**config.mk**
```make
export PLATFORM = sky130hd
export DESIGN_NAME = mc_ctrl_fsm_flat
export DESIGN_NICKNAME = d
export VERILOG_FILES = /design/src/rtl/mc_ctrl_fsm_if.sv /design/src/rtl/mc_ctrl_fsm.sv /design/src/flat_wrapper.sv
export SDC_FILE = /design/constraint.sdc
export NUM_CORES = 1
export LEC_CHECK = 0
export ABC_AREA = 1
export BUFFER_PORTS_ARGS = -buffer_cell sky130_fd_sc_hd__buf_4
export CAP_MARGIN = 20
export CORE_UTILIZATION = 45
export CTS_CLUSTER_DIAMETER = 150
export DETAILED_ROUTE_END_ITERATION = 12
export PLACE_DENSITY = 0.78
export SLEW_MARGIN = 20
export SYNTH_ARGS = -nofsm -noshare
export SYNTH_HDL_FRONTEND = slang
export SYNTH_SLANG_ARGS = --single-unit
```
**constraint.sdc**
```tcl
create_clock -name clk -period 1.53 [get_ports clk]
set_input_delay 0.306 -clock clk [delete_from_list [all_inputs] [get_ports clk]]
set_output_delay 0.306 -clock clk [all_outputs]
set_load 0.02 [all_outputs]
```
**src/rtl/mc_ctrl_fsm_if.sv**
```systemverilog
// Control bus between the multicycle FSM and the datapath: status in, clock-enables and selects out.
// Master is the control unit; slave is the datapath side.
interface mc_ctrl_fsm_if;
    logic [5:0] opcode;
    logic [5:0] funct;
    logic       zero;
    logic       mem_ready;
    logic       pc_ce;
    logic       ir_ce;
    logic       mdr_ce;
    logic       aluout_ce;
    logic       mem_rd;
    logic       mem_wr;
    logic       iord;
    logic       reg_we;
    logic       reg_dst;
    logic       mem_to_reg;
    logic       alusrc_a;
    logic [1:0] alusrc_b;
    logic [1:0] alu_op;
    logic [1:0] pc_src;
    logic [3:0] state;
    logic       illegal;
    logic       mem_err;

    modport master (
        input  opcode, funct, zero, mem_ready,
        output pc_ce, ir_ce, mdr_ce, aluout_ce, mem_rd, mem_wr, iord, reg_we, reg_dst,
               mem_to_reg, alusrc_a, alusrc_b, alu_op, pc_src, state, illegal, mem_err
    );

    modport slave (
        output opcode, funct, zero, mem_ready,
        input  pc_ce, ir_ce, mdr_ce, aluout_ce, mem_rd, mem_wr, iord, reg_we, reg_dst,
               mem_to_reg, alusrc_a, alusrc_b, alu_op, pc_src, state, illegal, mem_err
    );
endinterface

```
**src/rtl/mc_ctrl_fsm.sv**
```systemverilog
// Multicycle control FSM: sequences datapath CEs/selects through fetch/decode/execute/memory/writeback.
// Latency: Moore outputs from the state register (BR pc_ce follows zero); lw 5, sw/R/addi 4, beq/j 3 cycles.
// Backpressure: mem_ready stalls IF/MRD/MWR; MEM_TO stalled cycles abandon the access. MC_CTRL_HALT_EN adds HALT.
module mc_ctrl_fsm #(
    parameter int MEM_TO = 15,
    parameter int CNT_W  = 4
) (
    input logic           clk,
    input logic           rst_n,
    mc_ctrl_fsm_if.master bus
);
    localparam logic [5:0] OP_RTYPE = 6'b000000;
    localparam logic [5:0] OP_J     = 6'b000010;
    localparam logic [5:0] OP_BEQ   = 6'b000100;
    localparam logic [5:0] OP_ADDI  = 6'b001000;
    localparam logic [5:0] OP_LW    = 6'b100011;
    localparam logic [5:0] OP_SW    = 6'b101011;

    localparam bit               TO_EN  = (MEM_TO != 0);
    localparam logic [CNT_W-1:0] TO_CNT = CNT_W'(MEM_TO);

    typedef enum logic [3:0] {
        S_IF    = 4'd0,
        S_ID    = 4'd1,
        S_MADDR = 4'd2,
        S_MRD   = 4'd3,
        S_MWB   = 4'd4,
        S_MWR   = 4'd5,
        S_REX   = 4'd6,
        S_RWB   = 4'd7,
        S_BR    = 4'd8,
        S_JMP   = 4'd9,
        S_IEX   = 4'd10,
        S_IWB   = 4'd11
`ifdef MC_CTRL_HALT_EN
        , S_HALT = 4'd12
`endif
    } state_t;

`ifdef MC_CTRL_HALT_EN
    localparam state_t S_ABORT = S_HALT;
`else
    localparam state_t S_ABORT = S_IF;
`endif

    state_t           state_q, state_d;
    logic [CNT_W-1:0] cnt_q, cnt_d;
    logic             err_q, err_d;
    logic             mem_wait;
    logic             timeout;
    logic             op_legal;
    logic             unused_funct;

    assign unused_funct = ^bus.funct;
    assign mem_wait     = (state_q == S_IF) || (state_q == S_MRD) || (state_q == S_MWR);
    // Completion wins over the timeout when both land on the same cycle.
    assign timeout      = TO_EN && mem_wait && !bus.mem_ready && (cnt_q == TO_CNT);
    assign op_legal     = (bus.opcode == OP_LW) || (bus.opcode == OP_SW) || (bus.opcode == OP_RTYPE) ||
                          (bus.opcode == OP_BEQ) || (bus.opcode == OP_J) || (bus.opcode == OP_ADDI);

    always_ff @(posedge clk or negedge rst_n) begin
        if (!rst_n) begin
            state_q <= S_IF;
            cnt_q   <= '0;
            err_q   <= 1'b0;
        end else begin
            state_q <= state_d;
            cnt_q   <= cnt_d;
            err_q   <= err_d;
        end
    end

    always_comb begin
        state_d = state_q;
        cnt_d   = cnt_q;
        err_d   = err_q;
        if (mem_wait) begin
            if (bus.mem_ready) begin
                cnt_d = '0;
            end else if (timeout) begin
                cnt_d = '0;
                err_d = 1'b1;
            end else if (cnt_q != '1) begin
                cnt_d = cnt_q + 1'b1;
            end
        end
        case (state_q)
            S_IF:    if (bus.mem_ready) state_d = S_ID;  else if (timeout) state_d = S_ABORT;
            S_ID: begin
                case (bus.opcode)
                    OP_LW, OP_SW: state_d = S_MADDR;
                    OP_RTYPE:     state_d = S_REX;
                    OP_BEQ:       state_d = S_BR;
                    OP_J:         state_d = S_JMP;
                    OP_ADDI:      state_d = S_IEX;
                    default:      state_d = S_ABORT;
                endcase
            end
            S_MADDR: state_d = (bus.opcode == OP_SW) ? S_MWR : S_MRD;
            S_MRD:   if (bus.mem_ready) state_d = S_MWB; else if (timeout) state_d = S_ABORT;
            S_MWR:   if (bus.mem_ready) state_d = S_IF;  else if (timeout) state_d = S_ABORT;
            S_REX:   state_d = S_RWB;
            S_IEX:   state_d = S_IWB;
`ifdef MC_CTRL_HALT_EN
            S_HALT:  state_d = S_HALT;
`endif
            default: state_d = S_IF;
        endcase
    end

    assign bus.state   = state_q;
    assign bus.mem_err = err_q;

    always_comb begin
        bus.pc_ce      = 1'b0;
        bus.ir_ce      = 1'b0;
        bus.mdr_ce     = 1'b0;
        bus.aluout_ce  = 1'b0;
        bus.mem_rd     = 1'b0;
        bus.mem_wr     = 1'b0;
        bus.iord       = 1'b0;
        bus.reg_we     = 1'b0;
        bus.reg_dst    = 1'b0;
        bus.mem_to_reg = 1'b0;
        bus.alusrc_a   = 1'b0;
        bus.alusrc_b   = 2'd0;
        bus.alu_op     = 2'd0;
        bus.pc_src     = 2'd0;
        bus.illegal    = 1'b0;
        case (state_q)
            S_IF: begin
                // Held in reset the fetch must not latch IR or advance PC.
                bus.mem_rd   = 1'b1;
                bus.alusrc_b = 2'd1;
                bus.ir_ce    = bus.mem_ready & rst_n;
                bus.pc_ce    = bus.mem_ready & rst_n;
            end
            S_ID: begin
                bus.alusrc_b  = 2'd3;
                bus.aluout_ce = 1'b1;
                bus.illegal   = !op_legal;
            end
            S_MADDR, S_IEX: begin
                bus.alusrc_a  = 1'b1;
                bus.alusrc_b  = 2'd2;
                bus.aluout_ce = 1'b1;
            end
            S_MRD: begin
                bus.mem_rd = 1'b1;
                bus.iord   = 1'b1;
                bus.mdr_ce = bus.mem_ready;
            end
            S_MWB: begin
                bus.reg_we     = 1'b1;
                bus.mem_to_reg = 1'b1;
            end
            S_MWR: begin
                bus.mem_wr = 1'b1;
                bus.iord   = 1'b1;
            end
            S_REX: begin
                bus.alusrc_a  = 1'b1;
                bus.alu_op    = 2'd2;
                bus.aluout_ce = 1'b1;
            end
            S_RWB: begin
                bus.reg_we  = 1'b1;
                bus.reg_dst = 1'b1;
            end
            S_BR: begin
                bus.alusrc_a = 1'b1;
                bus.alu_op   = 2'd1;
                bus.pc_src   = 2'd1;
                bus.pc_ce    = bus.zero;
            end
            S_JMP: begin
                bus.pc_src = 2'd2;
                bus.pc_ce  = 1'b1;
            end
            S_IWB:   bus.reg_we = 1'b1;
            default: ;
        endcase
    end
endmodule

```
**src/flat_wrapper.sv**
```systemverilog
// flat-port wrapper written by rule: the top's interface ports become plain ports
module mc_ctrl_fsm_flat 
#(
    parameter int MEM_TO = 15,
    parameter int CNT_W  = 4
)
  (clk, rst_n, bus_opcode, bus_funct, bus_zero, bus_mem_ready, bus_pc_ce, bus_ir_ce, bus_mdr_ce, bus_aluout_ce, bus_mem_rd, bus_mem_wr, bus_iord, bus_reg_we, bus_reg_dst, bus_mem_to_reg, bus_alusrc_a, bus_alusrc_b, bus_alu_op, bus_pc_src, bus_state, bus_illegal, bus_mem_err);
  mc_ctrl_fsm_if bus_i ();
  input logic clk;
  input logic rst_n;
  input wire logic [$bits(bus_i.opcode)-1:0] bus_opcode;
  input wire logic [$bits(bus_i.funct)-1:0] bus_funct;
  input wire logic [$bits(bus_i.zero)-1:0] bus_zero;
  input wire logic [$bits(bus_i.mem_ready)-1:0] bus_mem_ready;
  output wire logic [$bits(bus_i.pc_ce)-1:0] bus_pc_ce;
  output wire logic [$bits(bus_i.ir_ce)-1:0] bus_ir_ce;
  output wire logic [$bits(bus_i.mdr_ce)-1:0] bus_mdr_ce;
  output wire logic [$bits(bus_i.aluout_ce)-1:0] bus_aluout_ce;
  output wire logic [$bits(bus_i.mem_rd)-1:0] bus_mem_rd;
  output wire logic [$bits(bus_i.mem_wr)-1:0] bus_mem_wr;
  output wire logic [$bits(bus_i.iord)-1:0] bus_iord;
  output wire logic [$bits(bus_i.reg_we)-1:0] bus_reg_we;
  output wire logic [$bits(bus_i.reg_dst)-1:0] bus_reg_dst;
  output wire logic [$bits(bus_i.mem_to_reg)-1:0] bus_mem_to_reg;
  output wire logic [$bits(bus_i.alusrc_a)-1:0] bus_alusrc_a;
  output wire logic [$bits(bus_i.alusrc_b)-1:0] bus_alusrc_b;
  output wire logic [$bits(bus_i.alu_op)-1:0] bus_alu_op;
  output wire logic [$bits(bus_i.pc_src)-1:0] bus_pc_src;
  output wire logic [$bits(bus_i.state)-1:0] bus_state;
  output wire logic [$bits(bus_i.illegal)-1:0] bus_illegal;
  output wire logic [$bits(bus_i.mem_err)-1:0] bus_mem_err;
  assign bus_i.opcode = bus_opcode;
  assign bus_i.funct = bus_funct;
  assign bus_i.zero = bus_zero;
  assign bus_i.mem_ready = bus_mem_ready;
  assign bus_pc_ce = bus_i.pc_ce;
  assign bus_ir_ce = bus_i.ir_ce;
  assign bus_mdr_ce = bus_i.mdr_ce;
  assign bus_aluout_ce = bus_i.aluout_ce;
  assign bus_mem_rd = bus_i.mem_rd;
  assign bus_mem_wr = bus_i.mem_wr;
  assign bus_iord = bus_i.iord;
  assign bus_reg_we = bus_i.reg_we;
  assign bus_reg_dst = bus_i.reg_dst;
  assign bus_mem_to_reg = bus_i.mem_to_reg;
  assign bus_alusrc_a = bus_i.alusrc_a;
  assign bus_alusrc_b = bus_i.alusrc_b;
  assign bus_alu_op = bus_i.alu_op;
  assign bus_pc_src = bus_i.pc_src;
  assign bus_state = bus_i.state;
  assign bus_illegal = bus_i.illegal;
  assign bus_mem_err = bus_i.mem_err;
  mc_ctrl_fsm #(.MEM_TO(MEM_TO), .CNT_W(CNT_W)) u_core (.clk(clk), .rst_n(rst_n), .bus(bus_i));
endmodule
```
## After elaboration in Yosys (flattened, before gate mapping)

Index checks and enable logic that the tools add are counted.

| storage, ports and cells | value |
|---|---|
| bits in latches | 0 |
| bits of input ports | 16 |
| register bits after elaboration | 9 |
| memory bits (read-only) | 0 |
| logic and storage cells | 72 |
| memories kept | 0 |
| bits in writable memories | 0 |

| operators by class | value |
|---|---|
| divide/modulo/power cells | 0 |
| multiply operators | 0 |
| shift-type cells | 0 |
| muxes and demuxes | 25 |
| bitwise operators | 2 |
| $add $sub $neg | 1 |
| reductions and logical operators | 23 |
| eq/ne operators | 18 |
| magnitude comparators | 0 |

Operator list:

| operator | count |
|---|---|
| $mux 4 | 7 |
| $pmux 4 s7 | 1 |
| $eq 4x4->1 const B | 5 |
| $pmux 4 s5 | 1 |
| $eq 4x3->1 const B | 4 |
| $eq 6x6->1 const B | 2 |
| $mux 1 | 11 |
| $eq 4x2->1 const B | 2 |
| $pmux 2 s2 | 2 |
| $reduce_or 2->1 | 4 |
| $reduce_or 4->1 | 2 |
| $logic_or 1x1->1 | 7 |
| $eq 6x2->1 const B | 1 |
| $eq 6x3->1 const B | 1 |
| $eq 6x4->1 const B | 1 |
| $logic_not 6->1 | 1 |
| $pmux 2 s3 | 1 |
| $add 4x1->4 const B | 1 |
| $eq 4x1->1 const B | 1 |
| $logic_not 4->1 | 1 |
| $ne 4x4->1 const B | 1 |
| $mux 3 | 1 |
| $pmux 1 s3 | 1 |
| $reduce_and 3->1 | 1 |
| 7 further kinds | 9 |

## Longest topological paths before layout

Gate-level depths: netlist of the first run.

| logic depth | value |
|---|---|
| depth after elaboration | 8 |
| gate-level depth with buffers | 8 |

## Worst setup path before layout of the first run

No wires, ideal clock.

| path | value |
|---|---|
| path type | reg-to-output |
| start | register u_core.state_q[3], in the netlist u_core.bus.state[3] |
| end | output port bus_pc_ce |
| required time | 1.224 ns |
| cell stages (with the launch flop) | 7 |
| arrival | 1.401 ns |
| path slack | -0.177 ns |
| path buffers | 0 |
| path through | dfrtp_1 inv_1 nor2_2 inv_1 nor3_2 a21oi_1 nand2_1 |

| between the ends | value |
|---|---|
| cells in the longest elaborated chain, start to end | 2 |
| elaborated cells between the ends (all ways) | 4 |

RTL lines:

| what | line | source |
|---|---|---|
| from (decl) | mc_ctrl_fsm.sv:46 | `state_t state_q, state_d;` |
| from (signal assigned) | mc_ctrl_fsm.sv:67 | `state_q <= state_d;` |
| $eq 4x4->1 or $logic_not 4->1 (tied branches) | mc_ctrl_fsm.sv:130 | `case (state_q)` |
| $pmux 1 s3 * | mc_ctrl_fsm.sv:130 |  |
| to (decl) | flat_wrapper.sv:15 | `output wire logic [$bits(bus_i.pc_ce)-1:0] bus_pc_ce;` |

Mark *: on every way between the ends. The rest lies on a longest branch, timed or not.

## Worst setup path in the final report of the first run

| path | value |
|---|---|
| start | register u_core.state_q[3], in the netlist u_core.bus.state[3] |
| end | output port bus_aluout_ce |

| between the ends | value |
|---|---|
| cells in the longest elaborated chain, start to end | 3 |
| elaborated cells between the ends (all ways) | 6 |

RTL lines:

| what | line | source |
|---|---|---|
| $eq 4x2->1, or another cell as far along | mc_ctrl_fsm.sv:130 |  |
| $reduce_or 4->1 (no source line) * | - |  |
| $mux 1 * | mc_ctrl_fsm.sv:130 |  |
| to (decl) | flat_wrapper.sv:18 | `output wire logic [$bits(bus_i.aluout_ce)-1:0] bus_aluout_ce;` |

Marked as above.

==> results.sh, run 1 <==
export IMPL_status="finished, violations left"
export IMPL_violations="setup timing"
export IMPL_io_pins=39
export IMPL_fmax_ghz=0.549
export IMPL_grt_ovfl_total=0
export IMPL_drt_antenna_violating_nets=0
export IMPL_numCtsBuffers=3
export IMPL_end_kind="output pin"
export IMPL_maxCapViolCount=0
export IMPL_dr_pass1_iters=4
export IMPL_fp_coreArea_um2=1730
export IMPL_setup_viol=18
export IMPL_yosysWarnings=0
export IMPL_crit_arrival_ps=1520
export IMPL_io_buffers=32
export IMPL_fin_nets=207
export IMPL_final_hold_violation_count=0
export IMPL_cts_root_buffer="clkbuf_4"
export IMPL_initial_core_util=0.479
export IMPL_cts_buffer_depth=2
export IMPL_gp_congestion=0.807
export IMPL_power_density_nw_per_um2=1470
export IMPL_ys_types=21
export IMPL_drcViolationCount=0
export IMPL_via_count=1214
export IMPL_final_max_slew_viol_count=0
export IMPL_avgSynthCellArea_um2=6.22
export IMPL_drt_iter0_drc=61
export IMPL_rsz0062_at_grt="yes"
export IMPL_vdd_drop_max_uv=916
export IMPL_drive_gt1_frac=0.550
export IMPL_ys_top_cells_by_area="dfrtp_1, nand2_1, inv_1"
export IMPL_clock_latency_ps=280
export IMPL_drt_total_wl_um=3610
export IMPL_area_delta_synth_final_pct=79.4
export IMPL_final_cell_count_no_fill=214
export IMPL_dpl_hpwl_um=1720
export IMPL_antenna_found_initial=0
export IMPL_grt_pass1_vias=1031
export IMPL_grtUsageTotal=0.296
export IMPL_critPathKind="reg2out"
export IMPL_critPathLaunchType="flip-flop"
export IMPL_die_w_um=44.9
export IMPL_slew_headroom=0.717
export IMPL_placed_cells=196
export IMPL_synth_seq_area_share=0.272
export IMPL_setup_ws_ps=-293
export IMPL_clk_pin_slew_ps=70
export IMPL_hp_class="in2reg"
export IMPL_cts_sinks=9
export IMPL_htreeDepth=1
export IMPL_tritoncts="yes"
export IMPL_cp_max_fo=4
export IMPL_syn_area_um2=827
export IMPL_min_period_ps=1820
export IMPL_die_y_um=44.9
export IMPL_clock_skew_ps=11.0
export IMPL_yosysTopAreaCell="dfrtp_1"
export IMPL_syn_nets=150
export IMPL_leakage_nw=0.800
export IMPL_worst_pin_slew_ps=423
export IMPL_num_rows=15
export IMPL_drt_wirelength_per_cell_um=16.9
export IMPL_synthCells=133
export IMPL_synth_top_area_share=0.272
export IMPL_vias_per_cell=5.67
export IMPL_grt_max_degree=10
export IMPL_diodes=0
export IMPL_grt_pass1_wl_um=4320
export IMPL_die_area_um2=2010
export IMPL_cp_required_ps=1220
export IMPL_ys_seq_elements=9
export IMPL_hold_worst_slack_ps=380
export IMPL_post_route_period_util=1.19
==> cell type report <==
class / count / area, µm²
sequential: 9 / 230
timing repair buffer: 53 / 468
inverter: 27 / 109
tap: 25 / 31.3
multi-input combinational: 96 / 619
fill: 93 / 243
clock buffer: 4 / 26.3
==> critical path, cell delays in order (launching register included) <==
cell	delay [ps]
dfrtp_2	470
inv_2	140
nor2_4	60
buf_6	120
a21oi_2	150
nand3_1	130
buf_6	150
==> cells in the final DEF (no fill, tap or decap), drive strengths merged <==
cell,instances
o21ai,2
clkbuf,4
o21bai,1
nor3,1
buf,52
nand2,34
dlygate4sd3,1
dfrtp,9
nand3,18
nor2,25
ha,1
nand4,7
a21oi,4
nor3b,1
or2,1
inv,27
a22oi,1
==> flip-flops by register name (all words and copies together) (netlist names) <==
register / cells
u_core.bus.state: 4
u_core.cnt_q: 4
u_core.bus.mem_err: 1
==> power by group <==
part / total (W) / switching (W) / internal [W]
Sequential: 0.000405 / 0.000107 / 0.000299
Combinational: 0.00157 / 0.000856 / 0.000715
Clock: 0.000202 / 0.000101 / 0.000101
==> Yosys cell counts <==
library cell,number
nand2_4,2
nand3_1,17
nand4_1,7
nor2_1,20
a21oi_1,4
nor2_2,4
nand2_2,3
nand2_1,29
o21ai_0,2
ha_1,1
nor3b_1,1
buf_4,1
a22oi_1,1
nor2_4,1
nor3_2,1
nand3_4,1
o21bai_2,1
inv_1,26
inv_2,1
dfrtp_1,9
or2_2,1
==> timing repair <==
| item | CTS | global route |
|---|---|---|
| endpoints found under the hold margin | 9 | 0 |
| resized for setup | 39 | 22 |
| pin swaps | 18 | 8 |
| hold buffers | 1 | 0 |
| setup buffers | 12 | 4 |
| endpoints found under the setup margin | 18 | 20 |
==> layer usage <==
layer	track usage	vias to the layer above	share of wire
met3	0.0320	27	0.099
met5	0	-	0
met4	0.127	0	0.056
li1	-	533	-
met2	0.559	94	0.51
met1	0.332	560	0.34
==> metrics by stage <==
step                setup TNS [ps]   util  area, µm²  setup WS, ps  total power (W)
floorplan                    -24.6      -        851         -14.3          0.00104
global placement                 0  0.676       1170          35.0          0.00142
detailed placement           -6.53  0.676       1170         -6.53          0.00144
CTS                          -1700  0.814       1410          -161          0.00198
global route                 -3820  0.859       1480          -280          0.00227
finish                       -3600  0.859       1480          -293          0.00218
==> kinds of logic (layout without fill, tap and decap cells) <==
| logic type | after synthesis | in the layout | share of synthesized area |
|---|---|---|---|
| AND/OR/NAND/NOR | 87 | 87 | 0.522 |
| buffers and inverters | 28 | 84 | 0.132 |
| flip-flops | 9 | 9 | 0.272 |
| AO/OA/AOI/OAI | 8 | 8 | 0.0590 |
| adder cells (fa/ha/maj) | 1 | 1 | 0.0151 |
==> path summary, 6_finish.rpt <==
check                                    start                  end  slack, ps  cells after the start
max                        u_core.bus.state[3]        bus_aluout_ce       -290                      6
min                              bus_mem_ready  u_core.bus.state[0]        380                      4
max reg2reg                u_core.bus.state[0]  u_core.bus.state[2]         50                      8
min reg2reg                 u_core.bus.mem_err   u_core.bus.mem_err        500                      1
max in group asynchronous                rst_n  u_core.bus.state[2]        710                      2
min in group asynchronous                rst_n  u_core.bus.state[1]        510                      2
No activity file was read; power rests on OpenSTA's default activity.
==> run 2: changes to the inputs <==
--- a/config.mk
+++ b/config.mk
@@ -8,10 +8,10 @@
 export ABC_AREA = 1
 export BUFFER_PORTS_ARGS = -buffer_cell sky130_fd_sc_hd__buf_4
 export CAP_MARGIN = 20
-export CORE_UTILIZATION = 45
+export CORE_UTILIZATION = 49
 export CTS_CLUSTER_DIAMETER = 150
 export DETAILED_ROUTE_END_ITERATION = 12
-export PLACE_DENSITY = 0.78
+export PLACE_DENSITY = 0.84
 export SLEW_MARGIN = 20
 export SYNTH_ARGS = -nofsm -noshare
 export SYNTH_HDL_FRONTEND = slang
==> constraint.sdc (replaced) <==
create_clock -name clk -period 2.2 [get_ports clk]
set_input_delay 0.44 -clock clk [delete_from_list [all_inputs] [get_ports clk]]
set_output_delay 0.44 -clock clk [all_outputs]
set_load 0.02 [all_outputs]
==> run 2 against run 1 <==
  * The run now ends clean
  * Cell area decreased by 25%
  * Wire length is 43% lower
  * Flip-flop and latch count unchanged
  * Clock skew fell by 7.1 ps
  * Clock power shrank 38%
  * Critical path type unchanged
  * Critical endpoint is now bus_illegal
==> results.sh, run 2 (synthesis results as in run 1) <==
export IMPL_status="complete, no violations"
export IMPL_grt_ovfl_total=0
export IMPL_post_route_period_util=0.907
export IMPL_fp_coreArea_um2=1540
export IMPL_grt_pass1_wl_um=3530
export IMPL_cts_root_buffer="clkbuf_4"
export IMPL_reg2reg_slack_ps=900
export IMPL_vdd_drop_max_uv=730
export IMPL_tritoncts="yes"
export IMPL_hold_buffers=1
export IMPL_cp_max_fo=5
export IMPL_dr_pass1_iters=4
export IMPL_hp_class="reg2reg"
export IMPL_slew_headroom=0.795
export IMPL_worstReg2RegEnd="u_core.bus.state[2]"
export IMPL_critPathLaunchType="flip-flop"
export IMPL_clk_pin_slew_ps=60
export IMPL_die_w_um=43.1
export IMPL_min_period_ps=1990
export IMPL_placed_area_um2=1080
export IMPL_end_kind="output pin"
export IMPL_final_cell_mix="buf_4, nand2_1, inv_1"
export IMPL_dpl_hpwl_um=1690
export IMPL_numCtsBuffers=3
export IMPL_cp_required_ps=1760
export IMPL_diodes=0
export IMPL_grtUsageTotal=0.246
export IMPL_crit_arrival_ps=1550
export IMPL_cts_setup_buffers=0
export IMPL_die_y_um=43.1
export IMPL_area_delta_synth_final_pct=34.9
export IMPL_io_buffers=32
export IMPL_die_area_um2=1860
export IMPL_setup_viol=0
export IMPL_drt_antenna_violating_nets=0
export IMPL_final_hold_violation_count=0
export IMPL_place_ws_ps=476
export IMPL_multi_input_area_um2=493
export IMPL_htreeDepth=1
export IMPL_final_max_slew_viol_count=0
export IMPL_grt_pass1_vias=875
export IMPL_critPathKind="reg2out"
export IMPL_met2_usage=0.418
export IMPL_clock_skew_ps=3.88
export IMPL_fmax_ghz=0.501
export IMPL_cts_resized_gates=0
export IMPL_hp_start="u_core.bus.mem_err"
export IMPL_rsz0062_at_grt="no"
export IMPL_drt_wirelength_per_cell_um=11.2
export IMPL_busiest_layer="met2"
export IMPL_layout_commonest_cell="buf_4"
export IMPL_gr_usage_met1=0.314
export IMPL_drcViolationCount=0
export IMPL_gp_congestion=0.819
export IMPL_worst_pin_slew_ps=306
export IMPL_grt_max_degree=11
export IMPL_maxCapViolCount=0
export IMPL_r2r_cells=8
export IMPL_cts_buffer_depth=2
export IMPL_rr_startpoint="u_core.cnt_q[0]"
export IMPL_fin_nets=187
export IMPL_clock_latency_ps=260
export IMPL_grtUsageMet3=0.0511
export IMPL_fillers=144
export IMPL_initial_core_util=0.537
export IMPL_vias_per_cell=5.16
export IMPL_seqCellArea_um2=225
export IMPL_setup_ws_ps=205
export IMPL_hold_end="u_core.bus.mem_err"
export IMPL_cts_sinks=9
export IMPL_final_area_um2=1120
export IMPL_leakage_nw=0.680
export IMPL_num_rows=14
export IMPL_drive_gt1_frac=0.296
export IMPL_antenna_found_initial=0
export IMPL_io_pins=39
export IMPL_drt_total_wl_um=2070
export IMPL_power_density_nw_per_um2=943
export IMPL_fin_setup_tns_ps=0
export IMPL_via_count=955
export IMPL_whs_path_depth=1
export IMPL_drt_iter0_drc=19
[run 2: changes by cell type in the layout (fill, tap and decap cells not counted), moves of 3 or more]
cell,previous run,this run
buf_6,18,0
inv_1,15,26
inv_2,9,1
nor2_1,13,20
nor2_4,8,1
nand2_1,23,29
dfrtp_1,5,9
dfrtp_2,4,0
a21oi_1,1,4
a21oi_2,3,0
inv_4,3,0
nand2_2,6,3
[run 2: power breakdown]
group	leakage [nW]	internal [W]	switching (W)	total (W)
registers	0.119	0.000205	0.0000531	0.000258
logic	0.546	0.000250	0.000418	0.000668
clock network	0.0150	0.0000698	0.0000564	0.000126
[run 2: worst max-delay path by stage]
stage | from | to | slack [ps] | cells past startpoint
floorplan | u_core.bus.state[3] | bus_pc_ce | 360 | 6
global placement | bus_opcode[5] | bus_illegal | 480 | 6
detailed placement | bus_opcode[5] | bus_illegal | 480 | 6
CTS | u_core.bus.state[3] | bus_illegal | 200 | 6
global route | u_core.bus.state[3] | bus_illegal | 90 | 6
finish | u_core.bus.state[3] | bus_illegal | 210 | 6
[run 2: final cells by class]
class / count / share of cell area
Clock buffer: 4 / 0.0235
Inverter: 27 / 0.0908
Multi-Input combinational cell: 96 / 0.442
Sequential cell: 9 / 0.202
Tap cell: 16 / 0.0179
Timing Repair Buffer: 33 / 0.224
[run 2: critical path, cell delays in order (launching register included)]
cell and delay (ps):
dfrtp_1 450, nor2_2 300, nand2_2 130, inv_2 90, nand3_1 70, nor2_1 110
buf_4 140
[run 2: through the flow]
stage / total power, W / util / hold WS (ps) / std cells
after global placement: 0.000898 / 0.700 / 272 / 180
after detailed placement: 0.000921 / 0.700 / 271 / 180
after global routing: 0.00114 / 0.724 / 516 / 185
after CTS: 0.00105 / 0.724 / 481 / 185
after floorplan: 0.000689 / - / 144 / 133
final: 0.00105 / 0.724 / 480 / 185
[run 2: routing by layer]
layer | routed length, µm | up-vias
li1 | - | 490
met1 | 827 | 423
met2 | 1090 | 40
met3 | 137 | 2
met4 | 15 | 0
met5 | 0 | -
